### src/rtl/uart_rx_oversample.sv
// uart_rx_oversample: UART receiver driven by a 16x (OVERSAMPLE) baud tick.
// Samples rx mid-bit, deserialises LSB-first frames and emits one-clock
// data_valid / frame_err / parity_err strobes.
// Optional parity bit: compile with `define UART_RX_PARITY_EN.
module uart_rx_oversample #(
    parameter int DATA_BITS  = 8,
    parameter int OVERSAMPLE = 16,
    parameter int PARITY_ODD = 0
) (
    input  logic                 clk,
    input  logic                 rst,
    input  logic                 tick,
    input  logic                 rx_in,
    output logic [DATA_BITS-1:0] data_out,
    output logic                 data_valid,
    output logic                 frame_err,
    output logic                 parity_err,
    output logic                 busy
);

    localparam int TW = $clog2(OVERSAMPLE);
    localparam int BW = $clog2(DATA_BITS + 1);

    localparam logic [TW-1:0] TICK_MID  = TW'(OVERSAMPLE / 2 - 1);
    localparam logic [TW-1:0] TICK_LAST = TW'(OVERSAMPLE - 1);
    localparam logic [BW-1:0] BIT_LAST  = BW'(DATA_BITS - 1);

    // Elaboration-time parameter sanity checks
    if (DATA_BITS < 5 || DATA_BITS > 9) begin : g_bad_data_bits
        $error("uart_rx_oversample: DATA_BITS must be in 5..9");
    end
    if (OVERSAMPLE < 8 || (OVERSAMPLE % 2) != 0) begin : g_bad_oversample
        $error("uart_rx_oversample: OVERSAMPLE must be even and >= 8");
    end
    if (PARITY_ODD != 0 && PARITY_ODD != 1) begin : g_bad_parity_odd
        $error("uart_rx_oversample: PARITY_ODD must be 0 or 1");
    end

    typedef enum logic [2:0] {
        S_IDLE,
        S_START,
        S_DATA,
        S_PARITY,
        S_STOP,
        S_WAIT_IDLE
    } state_t;

    state_t                 state;
    logic                   rx_meta;
    logic                   rx_s;
    logic [TW-1:0]          tick_cnt;
    logic [BW-1:0]          bit_cnt;
    logic [DATA_BITS-1:0]   shift_reg;

`ifdef UART_RX_PARITY_EN
    localparam logic ODD = (PARITY_ODD != 0);
    logic                   parity_bit;
`endif

    // Two-flop synchroniser for the asynchronous serial line (idles high)
    always_ff @(posedge clk or posedge rst) begin
        if (rst) begin
            rx_meta <= 1'b1;
            rx_s    <= 1'b1;
        end else begin
            rx_meta <= rx_in;
            rx_s    <= rx_meta;
        end
    end

    // Receive FSM: advances only on tick; strobes default low every clock
    always_ff @(posedge clk or posedge rst) begin
        if (rst) begin
            state      <= S_IDLE;
            tick_cnt   <= '0;
            bit_cnt    <= '0;
            shift_reg  <= '0;
            data_out   <= '0;
            data_valid <= 1'b0;
            frame_err  <= 1'b0;
`ifdef UART_RX_PARITY_EN
            parity_bit <= 1'b0;
            parity_err <= 1'b0;
`endif
        end else begin
            data_valid <= 1'b0;
            frame_err  <= 1'b0;
`ifdef UART_RX_PARITY_EN
            parity_err <= 1'b0;
`endif
            if (tick) begin
                case (state)
                    S_IDLE: begin
                        if (!rx_s) begin
                            tick_cnt <= '0;
                            state    <= S_START;
                        end
                    end

                    S_START: begin
                        if (tick_cnt == TICK_MID) begin
                            if (!rx_s) begin
                                tick_cnt <= '0;
                                bit_cnt  <= '0;
                                state    <= S_DATA;
                            end else begin
                                // line went high again before mid start: glitch
                                state <= S_IDLE;
                            end
                        end else begin
                            tick_cnt <= tick_cnt + 1'b1;
                        end
                    end

                    S_DATA: begin
                        if (tick_cnt == TICK_LAST) begin
                            tick_cnt  <= '0;
                            shift_reg <= {rx_s, shift_reg[DATA_BITS-1:1]};
                            bit_cnt   <= bit_cnt + 1'b1;
                            if (bit_cnt == BIT_LAST) begin
`ifdef UART_RX_PARITY_EN
                                state <= S_PARITY;
`else
                                state <= S_STOP;
`endif
                            end
                        end else begin
                            tick_cnt <= tick_cnt + 1'b1;
                        end
                    end

`ifdef UART_RX_PARITY_EN
                    S_PARITY: begin
                        if (tick_cnt == TICK_LAST) begin
                            tick_cnt   <= '0;
                            parity_bit <= rx_s;
                            state      <= S_STOP;
                        end else begin
                            tick_cnt <= tick_cnt + 1'b1;
                        end
                    end
`endif

                    S_STOP: begin
                        if (tick_cnt == TICK_LAST) begin
                            tick_cnt <= '0;
                            if (rx_s) begin
                                data_out   <= shift_reg;
                                data_valid <= 1'b1;
`ifdef UART_RX_PARITY_EN
                                parity_err <= (^shift_reg) ^ ODD ^ parity_bit;
`endif
                                state      <= S_IDLE;
                            end else begin
                                frame_err <= 1'b1;
                                state     <= S_WAIT_IDLE;
                            end
                        end else begin
                            tick_cnt <= tick_cnt + 1'b1;
                        end
                    end

                    S_WAIT_IDLE: begin
                        // hold off hunting until the line (break) returns high
                        if (rx_s) begin
                            state <= S_IDLE;
                        end
                    end

                    default: begin
                        state <= S_IDLE;
                    end
                endcase
            end
        end
    end

`ifndef UART_RX_PARITY_EN
    assign parity_err = 1'b0;
`endif

    assign busy = (state != S_IDLE);

endmodule
### config.mk
export PLATFORM = sky130hd
export DESIGN_NAME = uart_rx_oversample
export DESIGN_NICKNAME = d
export VERILOG_FILES = /design/src/rtl/uart_rx_oversample.sv
export SDC_FILE = /design/constraint.sdc
export NUM_CORES = 1
export LEC_CHECK = 0
export CAP_MARGIN = 20
export CELL_PAD_IN_SITES_DETAIL_PLACEMENT = 0
export CELL_PAD_IN_SITES_GLOBAL_PLACEMENT = 1
export CORE_ASPECT_RATIO = 0.9
export CORE_MARGIN = 2
export CORE_UTILIZATION = 40
export CTS_BUF_LIST = sky130_fd_sc_hd__clkbuf_8
export DETAILED_ROUTE_END_ITERATION = 7
export HOLD_SLACK_MARGIN = 0.15
export PLACE_DENSITY_LB_ADDON = 0.2
export REMOVE_ABC_BUFFERS = 1
export SLEW_MARGIN = 30
export SYNTH_ARGS = -nofsm -noshare
export SYNTH_HDL_FRONTEND = slang
export SYNTH_SLANG_ARGS = --single-unit
### constraint.sdc
create_clock -name clk -period 4.3 [get_ports clk]
set_clock_uncertainty 0.15 [all_clocks]
set_input_delay 0.645 -clock clk [delete_from_list [all_inputs] [get_ports clk]]
set_output_delay 0.645 -clock clk [all_outputs]
set_load 0.01 [all_outputs]
; After elaboration in Yosys (flattened, before gate mapping)
; Index checks and enable logic that the tools add are counted.
[totals]
ff_bits = 31
output_inout_bits = 12
elab_cells = 60
[op_classes]
addsub = 2
eq_ne = 14
mux = 25
n_reduce_logical = 10
[ops]
columns = op, n
row1 = 4-bit 2-to-1 mux, 6
row2 = 3-bit 2-to-1 mux, 7
row3 = 3-bit case mux with 5 select lines, 1
row4 = 2-bit != test (second input constant), 7
row5 = 4-bit case mux with 3 select lines, 1
row6 = 4-bit by 1-bit adder with 4-bit output (second input constant), 2
row7 = 4-bit by 3-bit == test with 1-bit output (second input constant), 2
row8 = 1-bit 2-to-1 mux, 8
row9 = 4-bit case mux with 2 select lines, 1
row10 = 7-bit AND reduction, 1
row11 = 3-bit == test (second input constant), 2
row12 = 3-bit nonzero test, 2
row13 = 5-bit AND reduction, 1
row14 = 4-bit == test (second input constant), 1
row15 = 4-bit AND reduction, 1
row16 = 3-bit by 1-bit == test with 1-bit output (second input constant), 1
row17 = 3-bit by 2-bit == test with 1-bit output (second input constant), 1
row18 = 3-bit zero test, 1
row19 = 3-bit AND reduction, 1
row20 = 2-bit 2-to-1 mux, 1
row21 = 2-bit AND reduction, 1
row22 = 2-bit nonzero test, 1
row23 = 2-bit OR reduction, 1

; Longest topological paths before layout
[logic_depth]
ltp_word = 4
ltp_mapped = 5
mapped_depth_nobuf = 5

; Worst setup path after synthesis
; Ideal clock, no wire load.
[synth_timing]
path_type = input port to flip-flop
from = input tick
to = register tick_cnt[2]
setup_ns = 0.124
t_arrival_ns = 1.530
path_slack_ns = 2.496
path_stages = 4
path_buffers = 1
path_cell_list = buf_2 o21ai_0 a31o_1 a211o_1
[synth_between]
elab_chain_len = 1
[synth_lines]
columns = item, line_no
row1 = start: declaration, 12  ; input logic tick,
row2 = 2-bit AND reduction (no line), n/a
row3 = end signal: assignment, 111  ; tick_cnt <= tick_cnt + 1'b1;
row4 = end signal: assignment, 128  ; tick_cnt <= tick_cnt + 1'b1;
row5 = end signal: assignment, 159  ; tick_cnt <= tick_cnt + 1'b1;
row6 = end: declaration, 51  ; logic [TW-1:0] tick_cnt;
; Every way passes these cells.
; A chain may end at the register's enable or synchronous reset.

; Worst setup path in the final report
[layout_timing]
from = register state[0]
to = output busy
[layout_between]
elab_chain_len = 1
[layout_lines]
columns = item, line_no
row1 = start: declaration, 48  ; state_t state;
row2 = start signal: assignment, 74  ; state <= S_IDLE;
row3 = start signal: assignment, 96  ; state <= S_START;
row4 = start signal: assignment, 105  ; state <= S_DATA;
row5 = 3-bit nonzero test, 182  ; assign busy = (state != S_IDLE);
row6 = end: declaration, 18  ; output logic busy
; Every way passes these cells.

==> run summary <==
STATUS
--------------------------------------------------------------------------------------
Result of the run                                                            completed

FLOORPLANNING
--------------------------------------------------------------------------------------
Starting density of the core                                                    0.4209
I/O pin count                                                                       16
Die Wd                                                                        70.28 um
Floorplan core area                                                          3757 um^2
Die outline area                                                             4473 um^2
Die extent in y                                                               63.65 um
Number of standard-cell rows in the floorplan                                       21

FLOW RUN
--------------------------------------------------------------------------------------
Max Cap Viol                                                                         0

ROUTE
--------------------------------------------------------------------------------------
Metal3 WL                                                                       119 um
Wire length on met2                                                            1335 um
Met1 routed wirelength after detailed routing                                  1496 um
First-pass detailed-route iteration total                                            4
Detailed router's first-iteration violation count                                   36
Number of routed nets with antenna violations                                        0
DR WL/cell                                                                    15.22 um
Total via count in the routed design                                             1,053
Drt via density                                                                  5.372
Final routed wirelength across all metal layers                                2983 um
Residual DRC count                                                                   0
Highest metal used                                                                met4

PLACED DESIGN
--------------------------------------------------------------------------------------
Port Buffers                                                                        14
Weighted congestion reported at the end of routability-driven placement         0.8489
Post-placement worst setup slack                                               1741 ps
DPL Wire Length                                                                2082 um

CLOCK TREE
--------------------------------------------------------------------------------------
Count of hold buffers inserted by post-cts repair                                    0
CTS H-tree depth                                                                     2
Buffers inserted during post-CTS setup optimization                                  0
# clock sinks                                                                       31
Cell at the root of the clock tree                                            clkbuf_8
Count of instances resized after the clock tree is built                             0
TritonCTS clock tree                                                              done
Clock Latency Late Sink                                                         280 ps
Number of buffers on the longest clock path                                          2
Inserted Clock Buffers                                                               5
Clock-pin transition on the worst setup and hold timing paths                    70 ps

LOGIC SYNTHESIS
--------------------------------------------------------------------------------------
EDFF count, synth                                                                    0
Primary flip-flop cell chosen by synthesis mapping                             dfrtp_1
Synth Register Bits                                                                 31
Netlist area before placement                                                1582 um^2
Post-synthesis cell type with the largest combined area                        dfrtp_1
Share of async-settable or async-resettable flops after synthesis                1.000
Count of yosys warnings during synthesis                                             0
Gate Count Post-Synth                                                              134
Post-synthesis cell type count                                                      51
Synth top area share                                                            0.4589
Sequential-to-total area share from yosys stat                                  0.4921
Top cells by area, synth                                                  dfrtp_1 (46%), mux2_4 (7.6%), mux2_2 (5.7%), dfstp_2 (3.3%), o21ai_0 (2.8%)
Avg Cell Area, Syn                                                          11.80 um^2

SETUP PATH
--------------------------------------------------------------------------------------
Instance count on the critical path                                                  2
Req. time, crit path                                                           3500 ps
Slack of the worst reg-to-reg path                                             2220 ps
Largest delay share family, worst path                                      flip-flops
Crit path max-delay cell type                                                  dfrtp_1
Startpoint of the lowest-slack register-to-register path                   tick_cnt[1]
Capturing point of the worst reg2reg path                                  data_out[5]
Crit path buffers/inverters                                                          1
Type of element launching the critical path                                   register
Worst r2r path cells                                                                 5
Delay of the slowest critical-path stage                                        540 ps
Crit path arrival time                                                         1760 ps
List of cells traversed by the critical path                              or3_1, clkdlybuf4s50_1
Start point of the critical path                                              state[0]
Critical-path maximum fanout                                                        14
Kind of capture point of the worst setup path                             primary output
Worst Setup Path Type                                                     register to primary output

GLOBAL ROUTE
--------------------------------------------------------------------------------------
Via count of the first global-routing pass                                       1,029
Maximum number of pins on one net before global-route repair                        21
Total overflow reported by the global router                                         0
Global-route wire length before repair                                         5112 um
Global Route Usage Sum                                                          0.1473
Number of antenna violations at the first check in global routing                    0

POWER
--------------------------------------------------------------------------------------
Switching Fraction                                                              0.3552
Share of total power in sequential cells                                         0.407
Switching Power                                                              0.3712 mW
Internal cell power                                                          0.6738 mW
Peak VDD IR                                                                   338.4 uV
Logic pwr share                                                                  0.315
Leak                                                                         0.8605 nW
Clock network fraction of design power                                           0.279
Total power per unit cell area                                            562.1 nW/um^2

TIMING
--------------------------------------------------------------------------------------
Peak Freq                                                                    392.0 MHz
Setup repair after global routing missed its margin                                 no
Number of hold-slack violations in the final timing report                           0
Transition at the pin with the smallest max-transition slack                  771.2 ps
Number of setup violations in the final report                                       0
Aggregate negative setup slack                                                    0 ps
Worst-case setup margin in the final layout                                    1749 ps
Share of the cycle needed by the critical path after routing                    0.5933
Slew Viols, Final                                                                    0
Worst max-slew margin expressed relative to the limit                           0.4853
Minimum clock period                                                           2551 ps

CELLS AND AREA
--------------------------------------------------------------------------------------
Share of cells above drive strength 1                                           0.2533
Fill count                                                                         330
Net count of the finished layout                                                   155
Leading cell types in the layout, fill and taps excluded                  dfrtp_1 (29), clkdlybuf4s50_1 (14), nand2_1 (11)
Leading cell type in the layout, fill and taps excluded                        dfrtp_1
Area growth, synth to finish                                                    17.56%
Antenna diode count                                                                  0

HOLD PATH
--------------------------------------------------------------------------------------
Worst Hold Depth                                                                     0
Worst hold endpoint                                                               rx_s
Startpoint of the most critical hold path                                      rx_meta
Worst min path class                                                      register to register

## Yosys cell counts (2+ instances only)
cell type,n
buf_4,4
nor2_1,3
nor4b_1,2
a211o_1,2
mux2_2,8
mux2i_1,2
dfstp_2,2
ha_1,2
nand3_1,4
clkbuf_2,2
or3_1,2
a21oi_1,2
o21ai_0,9
o21ai_1,3
dfrtp_1,29
nand2_1,11
mux2_4,8
inv_1,6
## per-stage QoR
step | power (mW) | area, um^2 | util | std cells | hold slack, ps
2_1_floorplan | 0.6652 | 1536 | - | 127 | 195.2
3_3_place_gp | 0.7520 | 1742 | 0.4635 | 188 | 197.8
3_5_place_dp | 0.7565 | 1742 | 0.4635 | 188 | 197.2
4_1_cts | 1.048 | 1859 | 0.4948 | 196 | 205.8
5_1_grt | 1.114 | 1859 | 0.4948 | 196 | 212.8
6_report | 1.045 | 1859 | 0.4948 | 196 | 204.7
## kinds of logic (layout without fill, tap and decap cells)
| kind of cell | after synthesis | after routing | synth area share |
|---|---|---|---|
| AND/OR/NAND/NOR | 39 | 39 | 0.1654 |
| flip-flops | 31 | 31 | 0.4921 |
| AO/OA/AOI/OAI | 27 | 27 | 0.1179 |
| multiplexers | 18 | 18 | 0.1456 |
| buffers and inverters | 14 | 30 | 0.04509 |
| adder cells (fa/ha/maj) | 2 | 2 | 0.01582 |
| XOR/XNOR | 2 | 2 | 0.01583 |
| other | 1 | 1 | 0.002371 |
## cell type report
type                    count  area (um^2)  share of cell area
multi-input cells          89        732.0              0.3937
inverters                   7        26.28             0.01413
flip-flops and latches     31        778.2              0.4186
clock buffers               6        82.58             0.04441
repair buffers             15        147.6             0.07941
clock inverters             2        35.03             0.01884
well taps                  46        57.56             0.03096
## layer usage
layer | track usage | vias to the layer above
met5 | 0 | -
met3 | 0.06240 | 5
met2 | 0.2099 | 22
met4 | 0.03606 | 0
met1 | 0.2063 | 511
li1 | - | 515
## how the worst max path moves through the flow
stage / to
floorplan: data_out[0]
global placement: tick_cnt[2]
detailed placement: tick_cnt[2]
CTS: busy
global route: busy
finish: busy
## worst register-to-register path, stage by stage (launching register included)
cell	delay, ps
dfrtp_1	400
ha_1	310
nand3_1	200
nor4_4	310
nand3_4	240
mux2_4	360
## power by group through the flow
stage,logic [mW],clock network [mW],registers (mW)
after floorplan,0.261,0,0.404
after global placement,0.327,0,0.425
after detailed placement,0.329,0,0.427
after CTS,0.330,0.296,0.422
after global routing,0.366,0.313,0.435
final,0.329,0.291,0.425
(Power assumes the default switching activity.)
